$ cat config.mk
export PLATFORM = sky130hd
export DESIGN_NAME = gcd_arbiter
export DESIGN_NICKNAME = d
export VERILOG_FILES = /design/src/rtl/gcd_arbiter.sv
export SDC_FILE = /design/constraint.sdc
export NUM_CORES = 1
export LEC_CHECK = 0
export BUFFER_PORTS_ARGS = -buffer_cell sky130_fd_sc_hd__buf_2
export CAP_MARGIN = 20
export CORE_AREA = 2 2 95 97
export DETAILED_ROUTE_END_ITERATION = 6
export DIE_AREA = 0 0 97 99
export MAX_ROUTING_LAYER = met4
export SYNTH_ARGS = -nofsm -noshare
export SYNTH_HDL_FRONTEND = slang
export SYNTH_SLANG_ARGS = --single-unit
$ cat constraint.sdc
create_clock -name Clk -period 3.2 [get_ports Clk]
set_clock_uncertainty 0.05 [all_clocks]
set_input_delay 0.16 -clock Clk [delete_from_list [all_inputs] [get_ports Clk]]
set_output_delay 0.16 -clock Clk [all_outputs]
set_load 0.05 [all_outputs]
$ cat src/rtl/gcd_arbiter.sv
// gcd_arbiter: round-robin arbiter and sequencer sharing one subtraction-based GCD engine among N requesters.
module gcd_arbiter #(
  parameter int N       = 4,
  parameter int W       = 8,
  parameter int TIMEOUT = 255
) (
  input  logic           Clk,
  input  logic           Rst,
  input  logic [N-1:0]   req,
  input  logic [N*W-1:0] a_in,
  input  logic [N*W-1:0] b_in,
  output logic [N-1:0]   gnt,
  output logic [N-1:0]   done,
  output logic [W-1:0]   result,
  output logic           busy,
  output logic           err,
  output logic           eng_start,
  output logic [W-1:0]   eng_a,
  output logic [W-1:0]   eng_b,
  input  logic [W-1:0]   eng_y,
  input  logic           eng_ack
);
  localparam int IW = $clog2(N);
  localparam int TW = $clog2(TIMEOUT + 2);
  typedef enum logic [2:0] {IDLE, ISSUE, WAIT_ACK, RELEASE, DONE, FAULT} state_t;
  state_t        state_q, state_d;
  logic [N-1:0]  gnt_q, gnt_d, done_q, done_d;
  logic [W-1:0]  result_q, result_d, opa_q, opa_d, opb_q, opb_d, a_sel, b_sel;
  logic [IW-1:0] ptr_q, ptr_d, idx_q, idx_d, win;
  logic [TW-1:0] wd_q, wd_d, wd_inc;
  logic          err_q, err_d, eng_start_q, eng_start_d, fault;
  always_comb begin
    win = ptr_q;
    for (int i = N - 1; i >= 0; i--)
      if (req[(int'(ptr_q) + i) % N]) win = IW'((int'(ptr_q) + i) % N);
    a_sel       = a_in[int'(win) * W +: W];
    b_sel       = b_in[int'(win) * W +: W];
    wd_inc      = wd_q + 1'b1;
    state_d     = state_q;
    gnt_d       = gnt_q;
    done_d      = '0;
    result_d    = result_q;
    opa_d       = opa_q;
    opb_d       = opb_q;
    ptr_d       = ptr_q;
    idx_d       = idx_q;
    wd_d        = wd_q;
    err_d       = err_q;
    eng_start_d = eng_start_q;
    fault       = 1'b0;
    case (state_q)
      IDLE: if (!eng_ack && |req) begin
        idx_d = win;
        gnt_d = {{(N-1){1'b0}}, 1'b1} << win;
        opa_d = a_sel;
        opb_d = b_sel;
        // gcd(x,0)=x needs no engine, which would never terminate on a zero
        if (a_sel == '0 || b_sel == '0) begin
          result_d = a_sel | b_sel;
          done_d   = {{(N-1){1'b0}}, 1'b1} << win;
          state_d  = DONE;
        end else begin
          eng_start_d = 1'b1;
          state_d     = ISSUE;
        end
      end
      ISSUE: begin
        wd_d    = '0;
        state_d = WAIT_ACK;
      end
      WAIT_ACK: begin
        wd_d = wd_inc;
        if (eng_ack) begin
          result_d    = eng_y;
          eng_start_d = 1'b0;
          wd_d        = '0;
          state_d     = RELEASE;
        end else fault = (wd_inc == TW'(TIMEOUT));
      end
      RELEASE: begin
        wd_d = wd_inc;
        if (!eng_ack) begin
          done_d  = gnt_q;
          state_d = DONE;
        end else fault = (wd_inc == TW'(TIMEOUT));
      end
      DONE: begin
        gnt_d   = '0;
        ptr_d   = (idx_q == IW'(N - 1)) ? '0 : idx_q + 1'b1;
        state_d = IDLE;
      end
      FAULT: state_d = FAULT;
      default: state_d = IDLE;
    endcase
    if (fault) begin
      state_d     = FAULT;
      gnt_d       = '0;
      eng_start_d = 1'b0;
      err_d       = 1'b1;
    end
  end
  always_ff @(posedge Clk) begin
    if (Rst) begin
      state_q     <= IDLE;
      gnt_q       <= '0;
      done_q      <= '0;
      result_q    <= '0;
      opa_q       <= '0;
      opb_q       <= '0;
      ptr_q       <= '0;
      idx_q       <= '0;
      wd_q        <= '0;
      err_q       <= 1'b0;
      eng_start_q <= 1'b0;
    end else begin
      state_q     <= state_d;
      gnt_q       <= gnt_d;
      done_q      <= done_d;
      result_q    <= result_d;
      opa_q       <= opa_d;
      opb_q       <= opb_d;
      ptr_q       <= ptr_d;
      idx_q       <= idx_d;
      wd_q        <= wd_d;
      err_q       <= err_d;
      eng_start_q <= eng_start_d;
    end
  end
  assign gnt       = gnt_q;
  assign done      = done_q;
  assign result    = result_q;
  assign busy      = (state_q != IDLE);
  assign err       = err_q;
  assign eng_start = eng_start_q;
  assign eng_a     = opa_q;
  assign eng_b     = opb_q;
endmodule
### Word level (Yosys, flattened, before mapping)

Index checks and enable logic that the tools add are counted.

| storage, ports and cells | value |
|---|---|
| bits in registers | 50 |
| input bits | 79 |
| word-level logic and storage cells | 105 |

| cells by class | value |
|---|---|
| $add $sub $neg | 5 |
| $lt $le $gt $ge | 4 |
| equal/unequal tests | 15 |
| shift-type cells | 3 |
| multiplexer cells | 41 |
| bitwise operators | 4 |
| reductions and logical operators | 21 |

Operator list:

| operator | number |
|---|---|
| $shiftx A32 B6 Y8 | 2 |
| $pmux W9 S3 | 1 |
| $mux W8 | 3 |
| $logic_not A8 Y1 | 2 |
| $mux W4 | 4 |
| $pmux W4 S2 | 2 |
| $pmux W8 S2 | 1 |
| $mux W3 | 5 |
| $pmux W3 S5 | 1 |
| $lt A3 B4 Y1 const B | 3 |
| $mux W1 | 12 |
| $mux W2 | 5 |
| $ne A2 B2 Y1 const B | 5 |
| $add A9 B1 Y9 const B | 1 |
| $eq A9 B8 Y1 const B | 1 |
| $mux W9 | 1 |
| $ne A3 B3 Y1 const B | 3 |
| $bmux W1 S2 | 4 |
| $or A8 B8 Y8 | 1 |
| $reduce_and A4 Y1 | 2 |
| $reduce_or A2 Y1 | 4 |
| $eq A3 B2 Y1 const B | 2 |
| $eq A3 B3 Y1 const B | 2 |
| $reduce_and A3 Y1 | 2 |
| 16 further kinds | 24 |

### Logic depth before layout (Yosys ltp)

Gate-level depths: netlist of the first run.

| depth | value |
|---|---|
| word-level depth | 17 |
| depth in mapped cells | 11 |

### Worst setup path before layout of the first run

Ideal clock, no wire load.

| path | value |
|---|---|
| path type | reg2reg |
| start point | register ptr_q[0] |
| end point | register state_q[2] |
| arrival time | 2.253 ns |
| data required time | 3.010 ns |
| setup slack | 0.757 ns |
| stages on the path, launching flop included | 12 |
| clock period less this slack | 2.443 ns |
| path through | dfxtp_1 nor2b_1 o21a_1 buf_6 or3_1 buf_6 buf_2 o211ai_1 a22oi_1 and4b_4 nor2_8 a41oi_2 |

| on the way | value |
|---|---|
| cells in the longest elaborated chain, start to end | 15 |

RTL lines:

| element | line | RTL |
|---|---|---|
| from (decl) | 29 | `logic [IW-1:0] ptr_q, ptr_d, idx_q, idx_d, win;` |
| from (signal assigned) | 122 | `ptr_q <= ptr_d;` |
| $add A2 B2 Y2 | 35 | `if (req[(int'(ptr_q) + i) % N]) win = IW'((int'(ptr_q) + i) % N);` |
| $bmux W1 S2 | 35 |  |
| $mux W1 (not written as such) (2 in series) | 35 |  |
| $mux W2 (3 in series) | 35 |  |
| $mux W2 (*) | 35 |  |
| $shiftx A32 B6 Y8, on equally long branches | 36, 37 |  |
| $logic_not A8 Y1 | 58 | `if (a_sel == '0 \|\| b_sel == '0) begin` |
| $logic_or A1 B1 Y1 (*) | 58 |  |
| $mux W3 (*) | 58 |  |
| $mux W3 (*) | 52 | `IDLE: if (!eng_ack && \|req) begin` |
| $pmux W3 S5 (*) | 51 | `case (state_q)` |
| $mux W3 (*) | 95 | `if (fault) begin` |
| to (signal assigned) | 116 | `state_q <= state_d;` |
| to (decl) | 26 | `state_t state_q, state_d;` |

Mark *: on every way between the ends. The rest lies on a longest branch, timed or not. The select of a mux whose other input is x is not followed.
A chain may end at the register's enable or synchronous reset.

### Worst setup path after layout of the first run

Same ends and word-level chain as after synthesis.

==> out/metrics.yaml, run 1 <==
setup_path:
  r2r_cells: 8
  startpoint: "ptr_q[0]"
  worst_ep_arrival_time_ns: 3.04
  r2r_end: "state_q[2]"
  end_kind: "flop"
  crit_fanout: 16
  r2r-start: "ptr_q[0]"
  crit_path_end: "state_q[2]"
  criticalPathCategory: "reg2reg"
  setup.worst_path.start_class: "flop"
  reg2reg_slack_ns: 0.36
  required_ns: 3.39
timing:
  finalCritPeriodShare: 0.889
  rsz0062_at_grt: "false"
  max_clock_freq_mhz: 352
  holdWs_ns: 0.248
  setup_viol: 0
  tightest_slew_ns: 0.666
  hold_violations: 0
  slew_violations: 0
  max_slew_margin: 0.554
  setup_slack_ns: 0.355
  final.setup.tns_ns: 0
  period_needed_ns: 2.84
drt:
  wl_per_cell_um: 15.7
  ant_nets: 0
  drt_wl_total_um: 10300
  drt_pass1_iterations: 4
  vias: 3744
  drc: 0
  first_iter_violations: 201
  viasPerCell: 5.69
logic_synthesis:
  syn_inst: 454
  async_flop_share: 0
  yosysMostFrequentCell: "nor2_1"
  synth.area.top_cells: "dfxtp_1 (30%), nor2_1 (7.1%), o211ai_1 (6.3%), o31ai_1 (6.3%), a21oi_1 (5.8%)"
  synth_compound_area_frac: 0.328
  synth.largest_area_cell: "dfxtp_1"
  synth_nets: 536
  synth_warnings: 0
  synth_edf_count: 0
  synthAdderAreaFrac: 0.0112
  ys_seq_area_frac: 0.298
  yosys_most_used_dff: "dfxtp_1"
  synthSimpleGateAreaFrac: 0.272
  synthesis.area_um2: 3360
  synth_seq_cells: 50
  synth_top_family_by_area: "compound AO/OA/AOI/OAI gates"
  synth_xor_area_frac: 0.00782
  muxShareOfSynthArea: 0
  ys_types: 48
  syn_avg_cell_area_um2: 7.40
  synth_common_cells: "nor2_1 (64), dfxtp_1 (50), a21oi_1 (39), nand2_1 (35), inv_1 (31)"
  yosys.area.top_type_share: 0.298
global_routing:
  gr-total-overflow: 0
  grt_pass1_wl_um: 16900
  grt_max_degree: 43
  antenna_found_initial: 0
  grt_pass1_vias: 3519
  grt_usage: 0.216
floorplan:
  coreArea_um2: 8550
  initial_core_util: 0.393
  die_x_um: 97
  die_height_um: 99
  die-area_um2: 9600
  ios: 114
  rows: 34
place:
  placed_cell_area_um2: 4000
  post-dp-hpwl_um: 7760
  post-place-ws_ns: 0.455
  io_buffers: 113
  gp_congestion: 0.901
clock_tree:
  cts_resized: 0
  cts_tree: "done"
  postCtsSetupBuffers: 0
  cts_buffers: 5
  h-tree-depth: 2
  clk_pin_slew_ns: 0.11
  postCtsHoldBufs: 0
  max-clock-path-buffers: 2
  clk_latency_ns: 0.31
  cts_root_buf: "clkbuf_8"
  cts.sinks: 50
power_and_ir_drop:
  p_leak_nw: 1.83
  vdd_drop_max_mv: 0.453
  power_density_nw_per_um2: 740
finish:
  seq_area_um2: 1000
  fillers: 885
  n_antenna_cell: 0
  nets: 631
  final_area_um2: 4100
  syn_to_final_growth_pct: 21.9
  post-route-util: 0.479
  multi_input_area_um2: 2090
  layout-drive-gt1-share: 0.276
worst_hold_path:
  hp-class: "in2reg"
run_status:
  status: "completed"
run:
  cap_viol_max_count: 0
-- power by group --
part / leakage, nW / internal [mW] / switching, mW
combinational: 1.37 / 0.527 / 1.22
sequential: 0.407 / 0.769 / 0.119
clock: 0.0502 / 0.163 / 0.235
total: 1.83 / 1.46 / 1.57
-- metrics by stage --
step	std cells	total power [mW]
floorplan	454	2.21
global placement	650	2.62
detailed placement	650	2.63
CTS	658	3.04
global route	658	3.23
finish	658	3.03
-- placed cells by master (no fill, tap or decap), types with 2 or more instances in the layout --
cell type,count
a22oi_1,9
nor3b_1,10
a31oi_1,4
a211oi_1,5
o31ai_1,28
nor3_1,13
o211ai_1,28
a311oi_1,3
clkinv_4,2
dfxtp_1,50
nand2b_1,4
nand3_1,11
clkbuf_8,5
inv_1,31
o211ai_2,8
nor4_1,10
nor2_1,64
o21ai_1,4
o21a_1,2
nand2_1,35
buf_2,113
ha_1,3
buf_4,10
o22ai_1,2
or2_2,4
nor2b_1,4
a311o_1,8
o21ai_0,7
nor4b_1,4
or3_1,6
xnor2_1,3
a21oi_1,39
and3_1,3
-- worst min path at each step --
stage	start	to	slack, ns	depth (start not counted)
3_3_place_gp	err	err	0.39	2
6_report	eng_y[1]	result[1]	0.25	5
2_1_floorplan	eng_ack	idx_q[0]	0.33	3
5_1_grt	eng_ack	state_q[2]	0.25	3
3_5_place_dp	gnt[3]	done[3]	0.41	2
4_1_cts	eng_ack	state_q[2]	0.23	3
-- cells by family (layout without fill, tap and decap cells) --
logic type,count (synthesis),count (layout)
AOI/OAI and AO/OA,153,153
xor gates and xnor gates,3,3
adders and majority gates,3,3
buffers and inverters,67,163
DFF,50,50
and+or+nand+nor,178,178
-- worst max-delay path, cell delays in order, from the launching register on --
cell	delay, ns
dfxtp_1	0.44
nor2b_1	0.09
nor4_1	0.32
or2_1	0.54
o211ai_1	0.23
a22oi_1	0.44
and4b_4	0.39
nor2_8	0.08
a41oi_2	0.18
-- final cells by class --
| cell class | instances | share of cell area |
|---|---|---|
| multi-input cells | 337 | 0.509 |
| flip-flops and latches | 50 | 0.244 |
| repair buffers | 124 | 0.161 |
| well taps | 108 | 0.0330 |
| inverters | 31 | 0.0284 |
| clock buffers | 5 | 0.0168 |
| clock inverters | 3 | 0.00702 |
-- flip-flops by register name, indices dropped and copies added (netlist names) --
name,flops
wd_q,9
eng_a,8
eng_b,8
result,8
done,4
gnt,4
state_q,3
idx_q,2
ptr_q,2
eng_start,1
err,1
-- metal layers --
metal | wire [um] | part of all wire | track usage
met1 | 4570 | 0.44 | 0.281
met2 | 4960 | 0.48 | 0.358
met3 | 602 | 0.058 | 0.0270
met4 | 199 | 0.019 | 0.0542
met5 | 0 | 0 | -
Note: power is estimated with default switching activity, not from simulation.
==> inputs of run 2 (changes only) <==
--- a/config.mk
+++ b/config.mk
@@ -13,2 +13,3 @@
 export MAX_ROUTING_LAYER = met4
+export SLEW_MARGIN = 20
 export SYNTH_ARGS = -nofsm -noshare
==> constraint.sdc (replaced) <==
create_clock -name Clk -period 3.2 [get_ports Clk]
set_clock_uncertainty 0.05 [all_clocks]
set_input_delay 0.48 -clock Clk [delete_from_list [all_inputs] [get_ports Clk]]
set_output_delay 0.48 -clock Clk [all_outputs]
set_load 0.05 [all_outputs]
==> run 2 against run 1 <==
- worst hold slack improved by 0.17 ns
- final cell count unchanged
- register-to-register slack better by 0.12 ns
- routed wire length about the same
- fmax increased by 4.6%
- flip-flop and latch count unchanged
- count of clock-buffer cells in the layout unchanged
- die area did not move
- critical path depth increased by 1
- first-iteration DRC count decreased by 8.0%
- non-clock buffer count stayed put
- utilization unchanged
- critical path type unchanged
- highest routed layer unchanged
==> out/metrics.yaml, run 2 (synthesis gave the netlist of run 1 again) <==
run_status:
  status: "completed"
global_routing:
  grt_pass1_vias: 3549
  grt_usage: 0.218
  gr-total-overflow: 0
  antenna_found_initial: 0
  grt_max_degree: 50
  grt_pass1_wl_um: 16800
setup_path:
  crit_path_end: "state_q[2]"
  reg2reg_slack_ns: 0.48
  r2r-start: "ptr_q[0]"
  r2r_cells: 9
  end_kind: "flop"
  required_ns: 3.40
  setup.worst_path.start_class: "flop"
  startpoint: "ptr_q[0]"
  criticalPathCategory: "reg2reg"
  r2r_end: "state_q[2]"
  crit_fanout: 34
  worst_ep_arrival_time_ns: 2.92
finish:
  n_antenna_cell: 0
  multi_input_area_um2: 2090
  fillers: 898
  stdcell_count: 658
  post-route-util: 0.479
  layout_common_cells: "buf_2 (113), nor2_1 (64), dfxtp_1 (50)"
  syn_to_final_growth_pct: 21.9
  layout-drive-gt1-share: 0.276
  largest_reg_flops: 9
  regMostFlops: "wd_q"
  seq_area_um2: 1000
  final_common_cell: "buf_2"
  nets: 631
timing:
  setup_slack_ns: 0.480
  max_clock_freq_mhz: 368
  setup_viol: 0
  final.setup.tns_ns: 0
  tightest_slew_ns: 0.680
  finalCritPeriodShare: 0.850
  hold_violations: 0
  period_needed_ns: 2.72
  slew_violations: 0
  max_slew_margin: 0.545
  rsz0062_at_grt: "false"
drt:
  viasPerCell: 5.57
  first_iter_violations: 185
  drc: 0
  wl_per_cell_um: 15.7
  vias: 3662
  ant_nets: 0
  drt_pass1_iterations: 4
  drt_wl_total_um: 10300
floorplan:
  coreArea_um2: 8550
  die-area_um2: 9600
  initial_core_util: 0.393
  ios: 114
  die_x_um: 97
  die_height_um: 99
  rows: 34
clock_tree:
  cts_tree: "done"
  clk_latency_ns: 0.32
  cts_buffers: 5
  cts_resized: 0
  max-clock-path-buffers: 2
  h-tree-depth: 2
  clk_pin_slew_ns: 0.11
  cts_root_buf: "clkbuf_8"
  cts.sinks: 50
  postCtsHoldBufs: 0
  postCtsSetupBuffers: 0
run:
  cap_viol_max_count: 0
power_and_ir_drop:
  power_density_nw_per_um2: 741
  vdd_drop_max_mv: 0.544
  p_leak_nw: 1.83
place:
  post-dp-hpwl_um: 7610
  gp_congestion: 0.910
  placed_cells: 650
  io_buffers: 113
  post-place-ws_ns: 0.304
worst_hold_path:
  hp-class: "in2reg"
  whs_path_depth: 2
==> run 2: cell counts in the layout (fill, tap and decap cells not counted) <==
No cell type changed its count.
==> run 2: cell type report <==
type,instances,area share
well taps,108,0.0330
clock inverters,3,0.00702
multi-input cells,337,0.509
inverters,31,0.0284
repair buffers,124,0.161
clock buffers,5,0.0168
flip-flops and latches,50,0.244
==> run 2: where the power goes <==
part           switching [mW]  internal (mW)
registers               0.116          0.769
clock network           0.245          0.163
logic                    1.21          0.530
total                    1.57           1.46
==> run 2: stage by stage <==
step	power [mW]	hold slack [ns]	cell area (um2)
final	3.04	0.418	4100
after global routing	3.24	0.409	4100
after floorplan	2.21	0.404	3360
after detailed placement	2.64	0.413	4000
after CTS	3.04	0.399	4100
after global placement	2.62	0.395	4000
==> run 2: how the worst min path moves through the flow <==
stage                   from        to  slack [ns]
finish                   Rst  eng_a[0]        0.42
floorplan           idx_q[0]  idx_q[0]        0.40
global route             Rst  eng_a[0]        0.41
global placement    eng_b[7]  eng_b[7]        0.40
CTS                      Rst  eng_a[0]        0.40
detailed placement       err       err        0.41
==> run 2: routing by layer <==
metal,part of all wire,global-route usage,up-vias,wire (um)
met5,0,-,-,0
met4,0.013,0.0585,0,139
met3,0.046,0.0312,14,480
met2,0.49,0.366,106,5080
met1,0.45,0.277,1693,4640
li1,-,-,1849,-
==> run 2: worst max-delay path, stage by stage (launching register included) <==
cell	delay, ns
dfxtp_1	0.45
nor2b_1	0.09
o21a_1	0.20
or3_1	0.34
buf_4	0.25
a211oi_1	0.39
o22ai_1	0.17
and4b_4	0.44
nor2_8	0.08
a41oi_2	0.18
